**config.mk**
```make
export PLATFORM = sky130hd
export DESIGN_NAME = seq_divider
export DESIGN_NICKNAME = d
export VERILOG_FILES = /design/src/rtl/seq_divider_pkg.sv /design/src/rtl/div_sign_fix.sv /design/src/rtl/seq_divider.sv
export SDC_FILE = /design/constraint.sdc
export NUM_CORES = 1
export LEC_CHECK = 0
export CORE_MARGIN = 2
export CORE_UTILIZATION = 54
export DETAILED_ROUTE_END_ITERATION = 6
export MAX_ROUTING_LAYER = met4
export PLACE_DENSITY = 0.86
export SLEW_MARGIN = 10
export SYNTH_ARGS = -nofsm -noshare
export SYNTH_HDL_FRONTEND = slang
export SYNTH_SLANG_ARGS = --single-unit
export TNS_END_PERCENT = 50
```
**constraint.sdc**
```tcl
create_clock -name clk -period 8 [get_ports clk]
set_clock_uncertainty 0.1 [all_clocks]
set_input_delay 1.2 -clock clk [delete_from_list [all_inputs] [get_ports clk]]
set_output_delay 1.2 -clock clk [all_outputs]
set_load 0.01 [all_outputs]
```
**src/rtl/seq_divider_pkg.sv**
```systemverilog
// Shared constants, operation and state encodings for the iterative divider.
package seq_divider_pkg;

  localparam int DIV_WIDTH = 32;

  // RV32M divide-family operation codes: bit1 selects remainder, bit0 selects unsigned.
  typedef enum logic [1:0] {
    OP_DIV  = 2'b00,
    OP_DIVU = 2'b01,
    OP_REM  = 2'b10,
    OP_REMU = 2'b11
  } div_op_e;

  typedef enum logic [2:0] {
    ST_IDLE = 3'd0,
    ST_PREP = 3'd1,
    ST_ITER = 3'd2,
    ST_FIX  = 3'd3,
    ST_DONE = 3'd4
  } div_state_e;

  function automatic logic op_is_signed(input logic [1:0] f_op);
    return ~f_op[0];
  endfunction

  function automatic logic op_is_rem(input logic [1:0] f_op);
    return f_op[1];
  endfunction

endpackage

```
**src/rtl/div_sign_fix.sv**
```systemverilog
// Conditional two's-complement negate; used for absolute values and final sign fix-up.
module div_sign_fix #(
  parameter int WIDTH = 32
) (
  input  logic [WIDTH-1:0] i_val,
  input  logic             i_neg,
  output logic [WIDTH-1:0] o_val
);

  logic [WIDTH-1:0] w_neg_val;

  assign w_neg_val = ~i_val + {{(WIDTH-1){1'b0}}, 1'b1};
  assign o_val     = i_neg ? w_neg_val : i_val;

endmodule

```
**src/rtl/seq_divider.sv**
```systemverilog
// Iterative restoring divider for DIV/DIVU/REM/REMU, one quotient bit per cycle,
// using an external subtractor through sub_in1/sub_in2/sub_out/sub_carry.
//
// Handshake: start is sampled only while idle (busy=0); an accepted start raises
// busy from the next cycle until the done cycle inclusive. done is a one-cycle
// pulse and result is valid from that cycle, held until a later result replaces it.
// start seen while busy is dropped, never queued.
module seq_divider
  import seq_divider_pkg::*;
#(
  parameter int WIDTH     = DIV_WIDTH,
  parameter bit FAST_SPEC = 1'b1
) (
  input  logic             clk,
  input  logic             rst,
  input  logic             start,
  input  logic [1:0]       op,
  input  logic [WIDTH-1:0] dividend,
  input  logic [WIDTH-1:0] divisor,
  output logic             busy,
  output logic             done,
  output logic [WIDTH-1:0] result,
  output logic [WIDTH-1:0] sub_in1,
  output logic [WIDTH-1:0] sub_in2,
  input  logic [WIDTH-1:0] sub_out,
  input  logic             sub_carry,
  output logic [2:0]       dbg_state
);

  localparam int CNT_W = $clog2(WIDTH);
  localparam logic [WIDTH-1:0] MIN_NEG = {1'b1, {(WIDTH-1){1'b0}}};

  div_state_e       r_state, w_next;
  logic [1:0]       r_op;
  logic [WIDTH-1:0] r_a, r_b, r_rem, r_quo, r_result;
  logic [CNT_W-1:0] r_cnt;
  logic             r_q_neg, r_r_neg;

  logic             w_signed, w_in_zero, w_in_ovf, w_fast, w_accept;
  logic [WIDTH-1:0] w_fast_result, w_trial;
  logic [WIDTH-1:0] w_fix0_in, w_fix1_in, w_fix0_out, w_fix1_out;
  logic             w_fix0_neg, w_fix1_neg;

  assign w_signed = op_is_signed(r_op);

  // Special cases are decided on the live inputs while idle so they can skip iteration.
  assign w_in_zero = (divisor == '0);
  assign w_in_ovf  = op_is_signed(op) && (dividend == MIN_NEG) && (divisor == '1);
  assign w_fast    = FAST_SPEC && (w_in_zero || w_in_ovf);
  assign w_fast_result = w_in_zero ? (op_is_rem(op) ? dividend : '1)
                                   : (op_is_rem(op) ? '0 : MIN_NEG);

  // Restoring step: a set rem MSB means the shifted trial exceeds any divisor.
  assign w_trial  = {r_rem[WIDTH-2:0], r_quo[WIDTH-1]};
  assign w_accept = r_rem[WIDTH-1] | sub_carry;

  assign sub_in1 = (r_state == ST_ITER) ? w_trial : '0;
  assign sub_in2 = (r_state == ST_ITER) ? r_b     : '0;

  // One negator pair is shared: absolute values in PREP, sign fix-up in FIX.
  always_comb begin
    w_fix0_in  = r_a;
    w_fix1_in  = r_b;
    w_fix0_neg = 1'b0;
    w_fix1_neg = 1'b0;
    if (r_state == ST_PREP) begin
      w_fix0_neg = w_signed & r_a[WIDTH-1];
      w_fix1_neg = w_signed & r_b[WIDTH-1];
    end else if (r_state == ST_FIX) begin
      w_fix0_in  = r_quo;
      w_fix1_in  = r_rem;
      w_fix0_neg = r_q_neg;
      w_fix1_neg = r_r_neg;
    end
  end

  div_sign_fix #(.WIDTH(WIDTH)) u_fix0 (
    .i_val (w_fix0_in),
    .i_neg (w_fix0_neg),
    .o_val (w_fix0_out)
  );

  div_sign_fix #(.WIDTH(WIDTH)) u_fix1 (
    .i_val (w_fix1_in),
    .i_neg (w_fix1_neg),
    .o_val (w_fix1_out)
  );

  // State register.
  always_ff @(posedge clk or posedge rst) begin
    if (rst) r_state <= ST_IDLE;
    else     r_state <= w_next;
  end

  // Next-state logic: PREP, 32 ITER cycles, FIX, then a single DONE cycle.
  always_comb begin
    w_next = r_state;
    case (r_state)
      ST_IDLE: if (start) w_next = w_fast ? ST_DONE : ST_PREP;
      ST_PREP: w_next = ST_ITER;
      ST_ITER: if (r_cnt == '0) w_next = ST_FIX;
      ST_FIX:  w_next = ST_DONE;
      ST_DONE: w_next = ST_IDLE;
      default: w_next = ST_IDLE;
    endcase
  end

  // Datapath: capture, absolute values, shift/subtract iteration and result fix-up.
  always_ff @(posedge clk or posedge rst) begin
    if (rst) begin
      r_op     <= '0;
      r_a      <= '0;
      r_b      <= '0;
      r_rem    <= '0;
      r_quo    <= '0;
      r_cnt    <= '0;
      r_q_neg  <= 1'b0;
      r_r_neg  <= 1'b0;
      r_result <= '0;
    end else begin
      case (r_state)
        ST_IDLE: begin
          if (start) begin
            r_op <= op;
            r_a  <= dividend;
            r_b  <= divisor;
            if (w_fast) r_result <= w_fast_result;
          end
        end
        ST_PREP: begin
          r_quo   <= w_fix0_out;
          r_b     <= w_fix1_out;
          r_rem   <= '0;
          r_cnt   <= CNT_W'(WIDTH - 1);
          // A zero divisor must leave the all-ones quotient un-negated.
          r_q_neg <= w_signed & (r_a[WIDTH-1] ^ r_b[WIDTH-1]) & (r_b != '0);
          r_r_neg <= w_signed & r_a[WIDTH-1];
        end
        ST_ITER: begin
          r_quo <= {r_quo[WIDTH-2:0], w_accept};
          r_rem <= w_accept ? sub_out : w_trial;
          r_cnt <= r_cnt - CNT_W'(1);
        end
        ST_FIX: begin
          r_result <= op_is_rem(r_op) ? w_fix1_out : w_fix0_out;
        end
        default: begin
        end
      endcase
    end
  end

  assign busy      = (r_state != ST_IDLE);
  assign done      = (r_state == ST_DONE);
  assign result    = r_result;
  assign dbg_state = r_state;

endmodule

```
==> reports/results.ini <==
[route]
wl_per_cell_um = 23.0
drt_iter0_markers = 1857
route.detailed.drc = 0
routed_wl_um = 40600
vias = 12100
detail-route-antenna-nets = 0
vias_per_cell = 6.85
drt_pre_antenna_iters = 7

[pwr]
switchingPower_w = 0.00255
p_leak_nw = 5.95
p_sw_share_pct = 47.4
p_int_w = 0.00283
clkPwrFrac_pct = 15.6
combPwrFrac_pct = 50.2
power.density_nw_per_um2 = 385
peakVddDrop_uv = 282
p_seq_share_pct = 34.1

[grt]
grt_use_total_pct = 38.1
antenna_found_initial = 1
grt_pass1_vias = 11300
grt_pass1_wl_um = 63700
grt_remaining_overflow = 0
grt_max_degree = 101

[run_status]
status = completed

[clocking]
cts.sinks = 172
post_cts_resized = 0
postCtsSetupBuffers = 0
clk_pin_slew_ns = 0.08
postCtsHoldBufs = 0
clock_path_buffers = 2
clock_latency_ns = 0.45
cts_buffers = 17
h-tree-depth = 4
cts_root_buf = clkbuf_16
cts_tree = built

[placed_design]
placed_cells = 1733
place_area_um2 = 13400
port_buffers = 202
dp_hpwl_um = 28000
gp_congestion = 0.976

[sta]
max_freq_ghz = 0.211
setup_violations = 0
period_share_pct = 59.3
setup_tns_ns = 0
min_period_ns = 4.74
slew_violations = 0
tightest_slew_ns = 1.22
grt_setup_unrepaired = false
slew_headroom_pct = 18.3
final-hold-violation-count = 0

[synthesis]
synth_most_common_cell = nand2_1
synth-edff-count = 0
synth-seq-cells = 172
syn_inst = 1348
avgSynthCellArea_um2 = 8.36
synth_common_cells = nand2_1, dfrtp_1, o21ai_0
synthTopCellsByArea = dfrtp_1, nand2_1, mux2i_1
async_flop_share_pct = 100
syn_nets = 1454
ys_warn_count = 0
ys.flop_type = dfrtp_1
synth_top_area_share_pct = 38.2
synth_cell_types = 73
synth-seq-area-share_pct = 38.2
synth_top_area_cell = dfrtp_1
synth.cell_area_um2 = 11300

[worst_setup_path]
arrival_ns = 4.98
startpoint = dbg_state[1]
r2r_start = dbg_state[1]
worst-setup-path-type = reg2reg
worst_setup_path_start_kind = flop
crit_path_end_kind = flop
worst-path-max-fanout = 59
required_ns = 8.24

[floorplanning]
fp.dieW_um = 148
rows = 52
ioPinCount = 203
fp.coreArea_um2 = 20400
die-area_um2 = 22000
fp.dieH_um = 148
start_util_pct = 55.3

[worst_hold_path]
min_from = r_r_neg
min_path_type = reg2reg

[flow_run]
maxCapViolations = 0

[final_layout]
drive_above_1_share_pct = 5.22
stdcell_area_um2 = 14000
area_delta_synth_final_pct = 24.0
finalNetCount = 1588
finalNonFillerCells = 1766

==> layout by cell type, fill, tap and decap left out, types with 7 or more instances in the layout <==
master and count:
clkdlybuf4s50_1 202, nand2_1 201, dfrtp_1 171, o21ai_0 136, nor2_1 81, mux2i_1 74
and3_1 65, nor3_1 51, a21oi_1 49, a22oi_1 46, xnor2_1 39, nor4_1 34
xor2_1 30, nand3_1 24, a31oi_1 18, clkbuf_16 17, buf_4 17, inv_1 16
nand4_1 15, or3_1 14, o22a_1 13, a221o_1 12, o31ai_1 8, nor3b_1 7
o21a_1 7, a41oi_1 7, nand4b_1 7
==> critical path: stages, from the launching register on <==
cell,delay (ns)
dfrtp_2,0.57
buf_4,0.35
nand3b_1,0.14
buf_4,0.36
buf_4,0.62
mux2i_1,0.32
ha_1,0.28
nor2b_1,0.16
nand4_1,0.17
a221oi_1,0.44
buf_4,0.29
a311oi_1,0.11
a21oi_1,0.33
o22ai_1,0.14
o22a_1,0.22
==> cells by family after synthesis <==
group	Yosys count	share of synthesized area, %
adders and majority gates	4	0.444
buffers and inverters	121	4.17
xor gates and xnor gates	69	5.36
and+or+nand+nor	540	23.6
AOI/OAI and AO/OA	362	21.1
muxes	80	7.17
DFF	172	38.2
==> final timing paths <==
kind | end | slack (ns) | depth (start not counted)
worst max-delay path | result[22] | 3.26 | 14
worst min-delay path | r_r_neg | 0.40 | 2
worst max register to register | result[22] | 3.26 | 14
worst min register to register | r_r_neg | 0.40 | 2
max in group asynchronous | r_quo[26] | 5.06 | 3
min in group asynchronous | r_rem[4] | 1.21 | 2
==> cell type report <==
class / instances / area, um^2
tap: 270 / 338
clock inverter: 13 / 133
clock buffer: 19 / 443
timing repair buffer: 219 / 2150
inverter: 17 / 68.8
sequential: 172 / 4310
antenna: 1 / 2.50
fill: 1638 / 6390
multi-input combinational: 1055 / 6530
==> stage by stage <==
| stage | util [%] | power (W) | hold slack [ns] | setup slack (ns) |
|---|---|---|---|---|
| global route | 68.6 | 0.00568 | 0.418 | 3.05 |
| global placement | 65.8 | 0.00435 | 0.359 | 3.53 |
| detailed placement | 65.8 | 0.00444 | 0.376 | 3.45 |
| floorplan | - | 0.00341 | 0.344 | 2.04 |
| finish | 68.6 | 0.00537 | 0.396 | 3.26 |
| CTS | 68.6 | 0.00529 | 0.392 | 3.44 |
==> registers in the layout (all words and copies together) (netlist names), 2 cells and up, named ones only <==
name / flops
dbg_state: 3
r_a: 32
r_b: 31
r_cnt: 5
r_op: 2
r_quo: 32
r_rem: 32
result: 32
==> power by group through the flow <==
stage	clock network (W)	logic (W)	registers, W
2_1_floorplan	0	0.00178	0.00163
3_3_place_gp	0	0.00255	0.00180
3_5_place_dp	0	0.00263	0.00181
4_1_cts	0.000835	0.00265	0.00180
5_1_grt	0.000869	0.00294	0.00187
6_report	0.000839	0.00270	0.00183
==> routing by layer <==
| layer | vias to the layer above | part of all wire (%) | global-route usage [%] |
|---|---|---|---|
| met2 | 919 | 45 | 58.1 |
| li1 | 5211 | - | - |
| met3 | 171 | 12 | 7.88 |
| met4 | 0 | 4.8 | 16.6 |
| met5 | - | 0 | - |
| met1 | 5797 | 38 | 49.4 |
Power figures use the tool's default switching activity.
